**config.mk**
```make
export PLATFORM = sky130hd
export DESIGN_NAME = ram_block_copy
export DESIGN_NICKNAME = d
export VERILOG_FILES = /design/src/rtl/ram_block_copy.sv
export SDC_FILE = /design/constraint.sdc
export NUM_CORES = 1
export LEC_CHECK = 0
export CELL_PAD_IN_SITES_DETAIL_PLACEMENT = 1
export CELL_PAD_IN_SITES_GLOBAL_PLACEMENT = 2
export CORE_AREA = 5 5 121 123
export DETAILED_ROUTE_END_ITERATION = 16
export DIE_AREA = 0 0 126 128
export DONT_BUFFER_PORTS = 1
export PLACE_DENSITY = 0.75
export RECOVER_POWER = 100
export SLEW_MARGIN = 10
export SYNTH_ARGS = -nofsm -noshare
export SYNTH_HDL_FRONTEND = slang
export SYNTH_SLANG_ARGS = --single-unit
```
**constraint.sdc**
```tcl
create_clock -name clk -period 2.81 [get_ports clk]
set_input_delay 0.562 -clock clk [delete_from_list [all_inputs] [get_ports clk]]
set_output_delay 0.562 -clock clk [all_outputs]
set_load 0.01 [all_outputs]
```
**src/rtl/ram_block_copy.sv**
```systemverilog
// Purpose : word-granular block-copy engine driving the single-word port (B) of dp_ram.
// Latency : start sampled at edge 0; copy reads word k in cycle 2k+1 and writes it in cycle 2k+2;
//           done_o pulses in cycle 2N+1 (cycle 1 for N=0); fill mode writes word k in cycle k+1.
// Backpr. : none; the RAM always accepts and start_i is only sampled while idle.
//
// Ports   : clk/rst_n (synchronous, active-low); start_i, src_addr_i, dst_addr_i, len_i request;
//           busy_o/done_o status; mem_en_o/mem_we_o/mem_be_o/mem_addr_o/mem_wdata_o/mem_rdata_i RAM port.
// Option  : RAM_BLOCK_COPY_FILL_EN adds fill_i/fill_data_i for a constant-pattern fill mode.
module ram_block_copy #(
    parameter int ADDR_WIDTH = 20,
    parameter int LEN_WIDTH  = 16
) (
    input  logic                  clk,
    input  logic                  rst_n,
    input  logic                  start_i,
    input  logic [ADDR_WIDTH-1:0] src_addr_i,
    input  logic [ADDR_WIDTH-1:0] dst_addr_i,
    input  logic [LEN_WIDTH-1:0]  len_i,
`ifdef RAM_BLOCK_COPY_FILL_EN
    input  logic                  fill_i,
    input  logic [31:0]           fill_data_i,
`endif
    output logic                  busy_o,
    output logic                  done_o,
    output logic                  mem_en_o,
    output logic                  mem_we_o,
    output logic [3:0]            mem_be_o,
    output logic [ADDR_WIDTH-1:0] mem_addr_o,
    output logic [31:0]           mem_wdata_o,
    input  logic [31:0]           mem_rdata_i
);

    typedef enum logic [1:0] {
        S_IDLE,
        S_RD,
        S_WR,
        S_DONE
    } state_t;

    state_t                state_q;
    state_t                state_nxt;
    logic [ADDR_WIDTH-1:0] src_q;
    logic [ADDR_WIDTH-1:0] dst_q;
    logic [LEN_WIDTH-1:0]  rem_q;
    logic                  fill_q;
    logic [31:0]           fill_dat_q;
    logic                  fill_req;
    logic [31:0]           fill_req_dat;

`ifdef RAM_BLOCK_COPY_FILL_EN
    assign fill_req     = fill_i;
    assign fill_req_dat = fill_data_i;
`else
    assign fill_req     = 1'b0;
    assign fill_req_dat = 32'h0;
`endif

    // Word alignment is applied when the request is captured, so every
    // address the engine emits has [1:0] = 0.
    localparam logic [ADDR_WIDTH-1:0] ALIGN_MASK = ~ADDR_WIDTH'(3);
    localparam logic [ADDR_WIDTH-1:0] WORD_STEP  = ADDR_WIDTH'(4);

    always_ff @(posedge clk) begin
        if (!rst_n) begin
            state_q <= S_IDLE;
        end else begin
            state_q <= state_nxt;
        end
    end

    always_ff @(posedge clk) begin
        if (!rst_n) begin
            src_q      <= '0;
            dst_q      <= '0;
            rem_q      <= '0;
            fill_q     <= 1'b0;
            fill_dat_q <= 32'h0;
        end else begin
            case (state_q)
                S_IDLE: begin
                    if (start_i) begin
                        src_q      <= src_addr_i & ALIGN_MASK;
                        dst_q      <= dst_addr_i & ALIGN_MASK;
                        rem_q      <= len_i;
                        fill_q     <= fill_req;
                        fill_dat_q <= fill_req_dat;
                    end
                end
                S_WR: begin
                    // Both pointers wrap modulo 2^ADDR_WIDTH by plain overflow.
                    src_q <= src_q + WORD_STEP;
                    dst_q <= dst_q + WORD_STEP;
                    rem_q <= rem_q - LEN_WIDTH'(1);
                end
                default: begin
                end
            endcase
        end
    end

    always_comb begin
        state_nxt   = state_q;
        busy_o      = 1'b0;
        done_o      = 1'b0;
        mem_en_o    = 1'b0;
        mem_we_o    = 1'b0;
        mem_be_o    = 4'h0;
        mem_addr_o  = '0;
        mem_wdata_o = 32'h0;
        case (state_q)
            S_IDLE: begin
                if (start_i) begin
                    if (len_i == '0) begin
                        state_nxt = S_DONE;
                    end else if (fill_req) begin
                        state_nxt = S_WR;
                    end else begin
                        state_nxt = S_RD;
                    end
                end
            end
            S_RD: begin
                busy_o     = 1'b1;
                mem_en_o   = 1'b1;
                mem_addr_o = src_q;
                state_nxt  = S_WR;
            end
            S_WR: begin
                busy_o      = 1'b1;
                mem_en_o    = 1'b1;
                mem_we_o    = 1'b1;
                mem_be_o    = 4'hF;
                mem_addr_o  = dst_q;
                // Read data from the preceding RD cycle is forwarded straight to the write port.
                mem_wdata_o = fill_q ? fill_dat_q : mem_rdata_i;
                // rem_q still holds the pre-decrement count here.
                if (rem_q != LEN_WIDTH'(1)) begin
                    state_nxt = fill_q ? S_WR : S_RD;
                end else begin
                    state_nxt = S_DONE;
                end
            end
            S_DONE: begin
                busy_o    = 1'b1;
                done_o    = 1'b1;
                state_nxt = S_IDLE;
            end
            default: begin
                state_nxt = S_IDLE;
            end
        endcase
    end

endmodule

```
======== Word-level counts from Yosys, hierarchy flattened ========
Cells that the tools add are included.
cells by class
  divide/modulo/power cells ............... 0
  eq/ne operators ......................... 5
  $add $sub $neg .......................... 3
  mux-type cells .......................... 17
  shifts and indexed selects .............. 0
  multipliers ............................. 0
  reduce and logical (&&, ||, !) cells .... 6
  order comparisons ....................... 0
  bitwise logic cells ..................... 0
operators by type and width
  kind                                                                    count
  20-bit case mux with 2 select lines                                     3
  20-bit by 3-bit adder with 20-bit output (second input constant)        2
  20-bit 2-to-1 mux                                                       2
  32-bit 2-to-1 mux                                                       1
  16-bit case mux with 2 select lines                                     1
  16-bit zero test                                                        1
  16-bit 2-to-1 mux                                                       1
  16-bit by 1-bit != test with 1-bit output (second input constant)       1
  16-bit by 1-bit subtractor with 16-bit output (second input constant)   1
  2-bit case mux with 4 select lines                                      1
  2-bit 2-to-1 mux                                                        3
  2-bit equality test (second input constant)                             2
  1-bit 2-to-1 mux                                                        4
  4-bit 2-to-1 mux                                                        1
  3-bit OR reduction                                                      1
  2-bit by 1-bit equality test with 1-bit output (second input constant)  1
  2-bit zero test                                                         1
  2-bit != test (second input constant)                                   1
  2-bit AND reduction                                                     1
  2-bit nonzero test                                                      1
  2-bit OR reduction                                                      1
word-level totals
  latch bits .............................. 0
  bits of input ports ..................... 91
  ROM bits ................................ 0
  output and inout bits ................... 60
  logic and storage cells ................. 35
  bits in registers ....................... 58
  bits in writable memories ............... 0
  memories kept ........................... 0

======== Logic depth before layout (Yosys ltp) ========
  word-level depth ........................ 4
  gate-level depth with buffers ........... 9

======== Least setup slack after synthesis ========
No wires, ideal clock.
  path kind ............................... reg2out
  start point ............................. register state_q[0]
  end point ............................... output mem_wdata_o[0]
  data required time ...................... 2.248 ns
  arrival time ............................ 1.927 ns
  path slack .............................. 0.321 ns
  path buffers ............................ 4
  cell stages (with the launch flop) ...... 8
  cell sequence ........................... dfxtp_1 inv_1 ha_1 clkbuf_1 clkbuf_1 clkbuf_1 clkbuf_1 and2_1
between the ends
  longest elaborated chain between the ends .. 2
RTL lines
  what                    RTL line  RTL
  from (decl)             40        state_t state_q;
  from (signal assigned)  67        state_q <= state_nxt;
  2-bit equality test     110       case (state_q)
  32-bit 2-to-1 mux       110
  to (decl)               29        output logic [31:0] mem_wdata_o,
No other way between the ends.

======== Worst setup path after layout ========
  start point ............................. register state_q[1]
  end point ............................... output mem_addr_o[16]
between the ends
  longest elaborated chain between the ends .. 2
  elaborated cells between the ends (all ways) .. 3
  those cells by class .................... eq/ne: 2; mux: 1
RTL lines
  what                                                                                   RTL line  RTL
  2-bit equality test or 2-bit by 1-bit equality test with 1-bit output (tied branches)  110
  20-bit case mux with 2 select lines *                                                  110
  to (decl)                                                                              28        output logic [ADDR_WIDTH-1:0] mem_addr_o,
Every way passes the cells marked *; elsewhere a longest branch is shown, timed or not.

==> key figures <==
Run status
  • Outcome: complete, no violations

Place
  • Dpl cell area: 4150 µm²
  • Hpwl dp: 10,700 µm
  • Port-buffer cells: 0
  • Place WS: 0.362 ns
  • Routability cong.: 0.806
  • Placed cells: 673

Clocking
  • Clk_lat worst skew: 0.30 ns
  • Clock buffers created by TritonCTS: 5
  • CTS tree: done
  • Post-CTS Setup Inserts: 0
  • CTS Root Cell: clkbuf_16
  • Worst-path clk slew: 0.07 ns
  • H-tree Lvls: 2
  • Max Root-Sink Buffers: 2
  • Clock sinks: 54
  • Post-CTS resize count: 0
  • Cts hold-fix bufs: 0

Die
  • Core area: 13,600 µm²
  • Rows: 43
  • Die width: 126 µm
  • Initial core utilization: 0.291
  • Num ports: 151
  • Die area: 16,100 µm²
  • Die height: 128 µm

Layout
  • Most frequent cells in the layout: 54 x dfxtp_1, 40 x a21oi_1, 36 x nand2_1
  • P&R area growth vs syn: 8.51%
  • Area of the multi-input gates: 2610 µm²
  • Layout Nets: 599
  • Fillers: 1,667
  • ANT cells: 0
  • Share of post-route cells with drive strength above 1: 0.0740
  • Fin cells: 680
  • Final instance area: 4280 µm²
  • Reg area: 1080 µm²
  • Commonest non-fill, non-tap cell in the layout: dfxtp_1

Route
  • Residual DRC: 0
  • Iteration count of the initial detailed-routing pass: 4
  • Final wirelength: 14,900 µm
  • Wirelength per Cell: 22.0 µm
  • Drt via density: 6.08
  • Vias: 4,133
  • Post-route ant nets: 0
  • Iteration-0 DRC Markers: 200

Power and ir drop
  • Combinational Power Share: 0.546
  • Cell internal pwr: 2.46 mW
  • Pwr Density: 1120 nW/µm²
  • Total power: 4.81 mW
  • Power share of the sequential group: 0.298
  • VDD IR max: 477 µV
  • Clock share of power: 0.156
  • Switching pwr: 2.35 mW
  • Switching Fraction: 0.489
  • P_leak: 1.33 nW

Timing
  • Peak Freq: 383 MHz
  • Post-layout min period: 2.61 ns
  • Clk_skew: 0.00229 ns
  • Final period util: 0.928
  • Slew Limit Headroom: 0.454
  • Worst-margin pin slew: 0.819 ns
  • Setup violators final: 0
  • Slew Limit Fails: 0
  • Final worst setup slack: 0.202 ns
  • Setup TNS: 0 ns
  • Final Hold Viols: 0
  • RSZ-0062 raised after global routing: no

Yosys
  • Most used DFF post-synth: dfxtp_1
  • Cells after Synth: 526
  • Mapped cell area: 3940 µm²
  • Area contributors post-synth: dfxtp_1 27%, a21oi_1 5.1%, and2_1 5.1%
  • Top cell type's share of synthesized area: 0.274
  • Area leader, netlist: dfxtp_1
  • Avg Synthesized Cell Area: 7.49 µm²
  • Distinct cell type count after synthesis: 61
  • Register bit total from synthesis: 54
  • EDFF count, synth: 0
  • Async S/R FF share, synth: 0
  • Yosys warning count: 0
  • Sequential fraction of the synthesis area: 0.274

Setup path
  • Register-to-register setup slack: 0.21 ns
  • Critical-path cell list: inv_1 > ha_1 > nand2_1 > a21boi_0
  • Startpoint type of the worst setup path: flop
  • WS Path Type: flop to output port
  • WP data required: 2.25 ns
  • Critical path fanouts, max: 19
  • Slowest Stage Delay on Critical Path: 0.70 ns
  • Worst EP arrival: 2.05 ns
  • Critical-path top delay cell: ha_1
  • CP endpoint kind: output port

Run
  • Max Cap Viol: 0

Global routing
  • Vias in the first global route: 4,350
  • First-pass GRT wire length: 23,500 µm
  • Largest net degree at the start of global routing: 60
  • Total gr overflow: 0
  • Initial antenna violation count: 1
  • GRT Total Usage: 0.179

Hold path
  • Worst hold path class: input pin to flop
-- logic make-up after synthesis --
group | synth area share
buffers and inverters | 0.0698
AND/OR/NAND/NOR | 0.297
flip-flops | 0.274
multiplexers | 0.0292
adder cells (fa/ha/maj) | 0.0254
AO/OA/AOI/OAI | 0.303
other | 0.000951
-- final cells by class --
class                      instances  area share
tap                              180      0.0527
timing repair buffer              18      0.0316
clock buffer                       6      0.0325
multi-input combinational        406       0.610
inverter                          15      0.0132
sequential                        54       0.253
clock inverter                     1     0.00702
-- cells in the mapped netlist, drive strengths merged (3+ instances only) --
cell and instances:
o21ai 23, o31a 5, o221a 4, dfxtp 54, nor3 10, a211oi 6
nor2b 19, a31oi 15, o22ai 6, and2 32, o211ai 9, a21o 4
buf 11, and3 8, nor4 12, clkbuf 41, a221oi 4, a21oi 40
nor2 24, a21boi 5, or4 9, a22oi 24, nand2 36, or3 8
or2 3, nand3 23, o31ai 3, mux2i 7, and4 5, nand2b 3
mux2 4, inv 15, o32ai 4, nand4 12, ha 8
-- flip-flops by register name (all words and copies together), names as in the netlist --
name	cells
dst_q	18
rem_q	16
src_q	18
state_q	2
-- routing by layer --
| metal | part of all wire | vias to the layer above | GRT usage |
|---|---|---|---|
| met1 | 0.42 | 2040 | 0.216 |
| met5 | 0.00087 | - | 0 |
| met3 | 0.074 | 14 | 0.0575 |
| met4 | 0.012 | 2 | 0.0423 |
| met2 | 0.49 | 142 | 0.312 |
| li1 | - | 1935 | - |
-- worst max-delay path: cells and delay by family, from the launching register on --
family	cells	cell delay, ns
AOI/OAI and AO/OA	1	0.47
adders and majority gates	1	0.70
DFF	1	0.35
and+or+nand+nor	1	0.10
buffers and inverters	1	0.12
-- path summary, 6_finish.rpt --
check              from              to  cells after the start
max reg2reg  state_q[0]       dst_q[16]                      7
min               rst_n       rem_q[11]                      1
max          state_q[1]  mem_addr_o[16]                      4
min reg2reg    rem_q[7]        rem_q[7]                      2
-- power by group through the flow --
| stage | Sequential, mW | Combinational (mW) | Clock (mW) |
|---|---|---|---|
| 2_1_floorplan | 1.32 | 1.97 | 0 |
| 3_3_place_gp | 1.42 | 2.63 | 0 |
| 3_5_place_dp | 1.44 | 2.71 | 0 |
| 4_1_cts | 1.43 | 2.73 | 0.779 |
| 5_1_grt | 1.48 | 2.93 | 0.802 |
| 6_report | 1.43 | 2.63 | 0.748 |
-- stage by stage --
stage | hold WS [ns] | utilization
floorplan | 0.449 | -
global placement | 0.469 | 0.306
detailed placement | 0.493 | 0.306
CTS | 0.371 | 0.318
global route | 0.377 | 0.315
finish | 0.398 | 0.315
(Power assumes the default switching activity.)
